[config.mk]
export PLATFORM = sky130hd
export DESIGN_NAME = fifo_empty_rd_flat
export DESIGN_NICKNAME = d
export VERILOG_FILES = /design/src/rtl/fifo_empty_rd_if.sv /design/src/rtl/fifo_empty_rd.sv /design/src/flat_wrapper.sv
export SDC_FILE = /design/constraint.sdc
export NUM_CORES = 1
export LEC_CHECK = 0
export ABC_AREA = 1
export CAP_MARGIN = 20
export CELL_PAD_IN_SITES_DETAIL_PLACEMENT = 1
export CELL_PAD_IN_SITES_GLOBAL_PLACEMENT = 1
export CORE_ASPECT_RATIO = 0.75
export CORE_MARGIN = 2
export CORE_UTILIZATION = 30
export CTS_BUF_LIST = sky130_fd_sc_hd__clkbuf_4 sky130_fd_sc_hd__clkbuf_8 sky130_fd_sc_hd__clkbuf_16
export CTS_CLUSTER_DIAMETER = 30
export DETAILED_ROUTE_END_ITERATION = 12
export GPL_TIMING_DRIVEN = 0
export PLACE_DENSITY = 0.7
export SLEW_MARGIN = 25
export SYNTH_ARGS = -nofsm -noshare
export SYNTH_HDL_FRONTEND = slang
export SYNTH_SLANG_ARGS = --single-unit
[constraint.sdc]
create_clock -name rclk -period 1.9 [get_ports rclk]
set_clock_uncertainty 0.1 [all_clocks]
set_input_delay 0.38 -clock rclk [delete_from_list [all_inputs] [get_ports rclk]]
set_output_delay 0.38 -clock rclk [all_outputs]
set_load 0.005 [all_outputs]
[src/rtl/fifo_empty_rd_if.sv]
// Read-side bundle of the async FIFO: synchronized write pointer in, memory read port,
// and the registered valid/ready output stage.
interface fifo_empty_rd_if #(
    parameter int ADDR_WIDTH = 3,
    parameter int DATA_WIDTH = 8
);
    logic [ADDR_WIDTH:0]   write_ptr;
    logic [DATA_WIDTH-1:0] rd_mem_data;
    logic                  r_ready;
    logic [ADDR_WIDTH-1:0] rdaddress;
    logic [ADDR_WIDTH:0]   read_ptr;
    logic                  empty;
    logic [DATA_WIDTH-1:0] r_data;
    logic                  r_valid;

    modport master (
        output write_ptr, rd_mem_data, r_ready,
        input  rdaddress, read_ptr, empty, r_data, r_valid
    );

    modport slave (
        input  write_ptr, rd_mem_data, r_ready,
        output rdaddress, read_ptr, empty, r_data, r_valid
    );
endinterface

[src/rtl/fifo_empty_rd.sv]
// Read domain of an async FIFO: write-pointer synchronizer, gray read pointer,
// empty detect and a one-entry registered output stage with full throughput.
module fifo_empty_rd #(
    parameter int ADDR_WIDTH = 3,
    parameter int DATA_WIDTH = 8
) (
    input  logic           rclk,
    input  logic           rrst_n,
    fifo_empty_rd_if.slave bus
);
    logic [ADDR_WIDTH:0]   sync1;
    logic [ADDR_WIDTH:0]   synch_writeptr;
    logic [ADDR_WIDTH:0]   rbin;
    logic [ADDR_WIDTH:0]   rbin_next;
    logic [ADDR_WIDTH:0]   read_ptr_q;
    logic [DATA_WIDTH-1:0] r_data_q;
    logic                  r_valid_q;
    logic                  empty_c;
    logic                  fetch;

    // Gray compare is exact equality, so it stays correct across the pointer wrap.
    assign empty_c   = (read_ptr_q == synch_writeptr);
    assign fetch     = !empty_c && (!r_valid_q || bus.r_ready);
    assign rbin_next = rbin + {{ADDR_WIDTH{1'b0}}, fetch};

    always_ff @(posedge rclk or negedge rrst_n) begin
        if (!rrst_n) begin
            sync1          <= '0;
            synch_writeptr <= '0;
        end else begin
            sync1          <= bus.write_ptr;
            synch_writeptr <= sync1;
        end
    end

    // read_ptr is registered so the write domain never samples combinational gray.
    always_ff @(posedge rclk or negedge rrst_n) begin
        if (!rrst_n) begin
            rbin       <= '0;
            read_ptr_q <= '0;
        end else begin
            rbin       <= rbin_next;
            read_ptr_q <= rbin_next ^ (rbin_next >> 1);
        end
    end

    always_ff @(posedge rclk or negedge rrst_n) begin
        if (!rrst_n) begin
            r_data_q  <= '0;
            r_valid_q <= 1'b0;
        end else if (fetch) begin
            r_data_q  <= bus.rd_mem_data;
            r_valid_q <= 1'b1;
        end else if (r_valid_q && bus.r_ready) begin
            r_valid_q <= 1'b0;
        end
    end

    assign bus.rdaddress = rbin[ADDR_WIDTH-1:0];
    assign bus.read_ptr  = read_ptr_q;
    assign bus.empty     = empty_c;
    assign bus.r_data    = r_data_q;
    assign bus.r_valid   = r_valid_q;
endmodule

[src/flat_wrapper.sv]
// flat-port wrapper written by rule: the top's interface ports become plain ports
module fifo_empty_rd_flat 
#(
    parameter int ADDR_WIDTH = 3,
    parameter int DATA_WIDTH = 8
)
  (rclk, rrst_n, bus_write_ptr, bus_rd_mem_data, bus_r_ready, bus_rdaddress, bus_read_ptr, bus_empty, bus_r_data, bus_r_valid);
  fifo_empty_rd_if #(.ADDR_WIDTH(ADDR_WIDTH), .DATA_WIDTH(DATA_WIDTH)) bus_i ();
  input  logic rclk;
  input  logic rrst_n;
  input wire logic [$bits(bus_i.write_ptr)-1:0] bus_write_ptr;
  input wire logic [$bits(bus_i.rd_mem_data)-1:0] bus_rd_mem_data;
  input wire logic [$bits(bus_i.r_ready)-1:0] bus_r_ready;
  output wire logic [$bits(bus_i.rdaddress)-1:0] bus_rdaddress;
  output wire logic [$bits(bus_i.read_ptr)-1:0] bus_read_ptr;
  output wire logic [$bits(bus_i.empty)-1:0] bus_empty;
  output wire logic [$bits(bus_i.r_data)-1:0] bus_r_data;
  output wire logic [$bits(bus_i.r_valid)-1:0] bus_r_valid;
  assign bus_i.write_ptr = bus_write_ptr;
  assign bus_i.rd_mem_data = bus_rd_mem_data;
  assign bus_i.r_ready = bus_r_ready;
  assign bus_rdaddress = bus_i.rdaddress;
  assign bus_read_ptr = bus_i.read_ptr;
  assign bus_empty = bus_i.empty;
  assign bus_r_data = bus_i.r_data;
  assign bus_r_valid = bus_i.r_valid;
  fifo_empty_rd #(.ADDR_WIDTH(ADDR_WIDTH), .DATA_WIDTH(DATA_WIDTH)) u_core (.rclk(rclk), .rrst_n(rrst_n), .bus(bus_i));
endmodule
# --- Word level (Yosys, flattened, before mapping) ---
# Cells that the tools add are included.
word_totals:
  romBits: 0
  in_bits: 15
  mem_bits_rw: 0
  reg_bits: 25
  n_memories: 0
  out_inout_bits: 17
  latch_bits: 0
op_classes:
  mux: 2
  bitwise_logic: 1
  reduce_logical: 6
  eq_ne: 1
  n_shift: 0
  n_addsub: 1
  multipliers: 0
  div: 0
  order_cmp: 0
op_table:
  columns: ["op", "n"]
  rows:
  - ["adder 4 x 1 -> 4 bit", 1]
  - ["equality test 4 bit", 1]
  - ["bitwise XOR 4 x 3 -> 4 bit", 1]
  - ["logical AND 1 bit", 2]
  - ["logical NOT 1 bit", 2]
  - ["2-to-1 mux 1 bit", 2]
  - ["nonzero test 2 bit", 1]
  - ["logical OR 1 bit", 1]

# --- Depth between registers and ports, before layout ---
depth:
  depth_word: 5
  ltp_mapped: 11
  ltp_nobuf: 11

# --- Worst setup path after synthesis ---
# No wires, ideal clock.
synth_path:
  kind: "flip-flop to flip-flop"
  start: "register u_core.read_ptr_q[0], in the netlist u_core.bus.read_ptr[0]"
  end: "register u_core.read_ptr_q[2], in the netlist u_core.bus.read_ptr[2]"
  period_less_slack_ns: 1.844
  setup_slack_ns: 0.056
  stages_incl_launch_ff: 11
  n_path_buf: 0
  t_arrival_ns: 1.614
  setup_ns: 0.131
  cell_sequence: "dfrtp_1 nand2_1 nand2_1 nor2_2 nand2_4 nand2_8 inv_1 ha_1 ha_1 xor2_2 xor2_1"
synth_between:
  elab_chain_len: 5
synth_rtl:
  columns: ["element", "line", "rtl"]
  rows:
  - ["start, declared", "fifo_empty_rd.sv:15", "logic [ADDR_WIDTH:0] read_ptr_q;"]
  - ["start signal, assigned", "fifo_empty_rd.sv:43", "read_ptr_q <= rbin_next ^ (rbin_next >> 1);"]
  - ["equality test 4 bit", "fifo_empty_rd.sv:22", "assign empty_c = (read_ptr_q == synch_writeptr);"]
  - ["logical NOT 1 bit", "fifo_empty_rd.sv:23", "assign fetch = !empty_c && (!r_valid_q || bus.r_ready);"]
  - ["logical AND 1 bit", "fifo_empty_rd.sv:23", null]
  - ["net u_core.fetch", "fifo_empty_rd.sv:19", "logic fetch;"]
  - ["adder 4 x 1 -> 4 bit", "fifo_empty_rd.sv:24", "assign rbin_next = rbin + {{ADDR_WIDTH{1'b0}}, fetch};"]
  - ["net u_core.rbin_next[2]", "fifo_empty_rd.sv:14", "logic [ADDR_WIDTH:0] rbin_next;"]
  - ["bitwise XOR 4 x 3 -> 4 bit", "fifo_empty_rd.sv:43", null]
# The timed path passes the listed nets, and every way through them passes these cells.
# A chain may end at the register's enable or synchronous reset.

# --- Final worst setup path ---
layout_path:
  start: "register u_core.read_ptr_q[0], in the netlist u_core.bus.read_ptr[0]"
  end: "register u_core.read_ptr_q[1], in the netlist u_core.bus.read_ptr[1]"
# Same word-level chain as after synthesis.

==> results.txt <==
The worst setup path is launched from a register. The via-per-instance ratio came out at 4.08. Power spread over the standard cell area amounts to 1490 nW/um2. The data required time of the worst path came out at 1.93 ns. The mean instance size in the synthesized netlist is around 11 um2. The internal power component came out at roughly 0.0015 W. Synthesis inferred 24 register bits. The post-detailed-route count of antenna-violating nets came out at 0. The starting density of the core came out at 0.318. The count of routing violations after the opening detailed-route iteration came out at 22. Among all flip-flop cells after synthesis, the most frequent one is sky130_fd_sc_hd__dfrtp_1. In this run the worst hold path is classified as in2async.

The share of synthesized area in the top cell type comes to 0.639. The clock-pin slew of the registers on the worst-case setup and hold paths came out at 0.08 ns. The relative max-transition margin is 0.651. sky130_fd_sc_hd__nand2_1 is the most common cell in the netlist.

The proportion of power drawn by flip-flops and latches came out at 0.360. The count of flip-flops with a built-in enable after synthesis is 0. The critical path arrival is 1.89 ns. Dividing the final minimum period by the clock period gives 0.978.

In the synthesized netlist, the cells that appear most often are 28 x sky130_fd_sc_hd__nand2_1, 24 x sky130_fd_sc_hd__dfrtp_1, 10 x sky130_fd_sc_hd__inv_1, 9 x sky130_fd_sc_hd__nand3_1, 4 x sky130_fd_sc_hd__xor2_1. The site row count came out at 17. The number of design rule violations left after detail routing came out at 0. At the end of the flow, the number of nets in the layout was 148. The latest clock arrival within the worst-skew pair came out at roughly 0.26 ns. The routed via count came out at between 600 and 700. The overall die area is 3600 um2.

The layout has 323 filler cells. TritonCTS created 3 clock buffers. The overflow left after global routing is 0. The library cell occupying the most area in the post-synthesis netlist is sky130_fd_sc_hd__dfrtp_1. The analysis attributes to net switching a power of just under 0.0007 W. The total count of max-transition violations in the final report is 0. Timing would allow up to about 540 MHz.

The number of global-route vias before repair is approximately 700. The final RePlAce weighted congestion is 0.680. The switching fraction of total power is 0.305. The worst vdd rail ir drop came out at ~0.00083 V. The count of buffers from port buffering is 31. In this run the horizontal extent of the chip is 68.6 um. The vertical die dimension came out at 52.5 um. Summing all flip-flop and latch instances after layout gives 601 um2.

The worst-path maximum fanout is 4. The clock drives 24 sinks. For the pin with the worst max-slew slack, the measured transition is 0.523 ns.

The worst register-to-register path begins at u_core.bus.read_ptr[0]. The distinct cell type count of the synthesized netlist is 14. The share of power burned in the clock network came out at 0.195. Counting every net in the synthesized netlist gives 103. The post-detailed-routing wire length is 2040 um. The endpoint identified for the worst register-to-register timing path is u_core.bus.read_ptr[1]. 32 I/O pins were placed. The setup TNS came out at 0 ns. The share of total power dissipated in combinational logic is 0.446.

The buffer levels on the longest clock path is 2. For flop-to-flop paths, the worst setup slack is around 0.042 ns. The final core area utilization came out at 0.500. For this design the static power due to leakage is 0.724 nW. For this run, the total global-route usage over all layers was measured as 0.127. The sequential fraction of the synthesis area came out at 0.639. The smallest clock period supported by the final layout is computed as 1.86 ns. The final standard cell count with taps included and fillers excluded is 168. Setup violations remaining at the end of the flow were counted as 0.

Once placement completed, the tool counted placed cells totaling between 150 and 200. The critical path is of the reg2reg type. The post-synthesis cell count is 86. The half-perimeter wire length after detailed placement came out at 1490 um. The checks that failed: hold timing.

The total of hold buffers inserted after clock tree synthesis is 0. Relative to the synthesized area, the layout overhead comes to 57.3%. The worst-case reg-to-reg path depth came out at 10.

The first global-routing pass estimated 3240 um of wire. The footprint of the multi-input gates came out at between 300 and 400 um2. In this run the number of H-tree levels came out at 1. During synthesis, Yosys emitted a total of 0 warnings. After synthesis, the share of flip-flops with an asynchronous set or reset is 1.00. The first detailed-routing pass ran for 2 iterations. The final number of hold-violating endpoints was 24. In the final routed layout, each cell accounts on average for 12.1 um. In the post-synthesis netlist, the biggest area contributors are sky130_fd_sc_hd__dfrtp_1 64%, sky130_fd_sc_hd__nand2_1 11%, sky130_fd_sc_hd__nand3_1 4.8%, sky130_fd_sc_hd__inv_1 4.0%, sky130_fd_sc_hd__xor2_1 3.7%. The total of max-cap violations is 0. In this run the clock root is driven by a sky130_fd_sc_hd__clkbuf_8.

The repair_antennas step left the layout with diodes totalling 0. The mapped netlist covers 940 um2. STA classifies the critical path endpoint as a register. The flow ran to the end, but the final reports show violations.

The core region area came out at 2960 um2. Entering global routing, the biggest net connects 25 pins. The smallest hold slack came out at -0.0149 ns. The initial antenna violation count is 0. The share of final-layout standard cells stronger than drive strength 1 came out at 0.208.

TritonCTS built the clock tree.
per-layer routing:
layer / part of all wire / track usage
met4: 0.014 / 0.0500
met5: 0 / 0
met3: 0.034 / 0.0323
met1: 0.43 / 0.160
met2: 0.52 / 0.207
how the worst max path moves through the flow:
stage	slack, ns	to	depth (start not counted)	start
2_1_floorplan	0.06	u_core.bus.read_ptr[2]	10	u_core.bus.read_ptr[0]
3_3_place_gp	-0.37	u_core.bus.read_ptr[1]	9	bus_r_ready
3_5_place_dp	-0.43	u_core.bus.read_ptr[1]	9	bus_r_ready
4_1_cts	0.001	u_core.bus.read_ptr[1]	9	bus_r_ready
5_1_grt	-0.04	u_core.bus.read_ptr[1]	10	u_core.bus.read_ptr[0]
6_report	0.04	u_core.bus.read_ptr[1]	10	u_core.bus.read_ptr[0]
power groups by stage:
stage / sequential, W / combinational, W / clock (W)
after floorplan: 0.000781 / 0.000358 / 0
after detailed placement: 0.000783 / 0.000787 / 0
after global placement: 0.000773 / 0.000763 / 0
after CTS: 0.000791 / 0.000904 / 0.000442
after global routing: 0.000820 / 0.00109 / 0.000476
final: 0.000793 / 0.000981 / 0.000429
flip-flops by register name (all words and copies together), names as in the netlist:
register	flops
u_core.bus.r_data	8
u_core.bus.read_ptr	3
u_core.sync1	4
u_core.bus.r_valid	1
u_core.rbin	4
u_core.synch_writeptr	4
critical path, cell delays in order, from the launching register on:
cell and delay [ns]:
sky130_fd_sc_hd__dfrtp_1 0.41, sky130_fd_sc_hd__nand2_1 0.09, sky130_fd_sc_hd__nand2_1 0.06, sky130_fd_sc_hd__nor2_2 0.14
sky130_fd_sc_hd__nand2_4 0.10, sky130_fd_sc_hd__nand2_8 0.10, sky130_fd_sc_hd__inv_4 0.04, sky130_fd_sc_hd__ha_4 0.16
sky130_fd_sc_hd__ha_4 0.17, sky130_fd_sc_hd__xor2_4 0.17, sky130_fd_sc_hd__xor2_2 0.20
final cells by class:
cell class	count	share of cell area
Tap cell	38	0.0322
Clock inverter	1	0.0203
Clock buffer	3	0.0279
Multi-Input combinational cell	50	0.219
Inverter	12	0.0415
Timing Repair Buffer	40	0.252
Sequential cell	24	0.406
kinds of logic after synthesis:
| group | count (synthesis) | synth area share |
|---|---|---|
| xor+xnor | 5 | 0.0546 |
| fa+ha+maj | 2 | 0.0266 |
| flops | 24 | 0.639 |
| simple gates | 43 | 0.217 |
| buf+inv | 12 | 0.0626 |
cells in the final DEF (no fill, tap or decap), drive strengths merged:
master         instances
buf                   10
bufinv                 2
clkbuf                 3
clkdlybuf4s15          1
clkdlybuf4s50         29
dfrtp                 24
ha                     2
inv                   11
nand2                 31
nand3                  9
nor2                   3
xor2                   5
through the flow:
step	setup WS, ns	total power (W)	instance area [um2]
after global routing	-0.0352	0.00238	1480
after CTS	0.00110	0.00214	1430
after floorplan	0.0557	0.00114	940
after detailed placement	-0.432	0.00157	1300
after global placement	-0.371	0.00154	1300
final	0.0416	0.00220	1480
repair_timing:
action	in CTS	in global routing
resized for setup	6	5
setup buffers	4	5
setup endpoints to repair	5	4
pin swaps	4	4
Note: power is estimated with default switching activity, not from simulation.
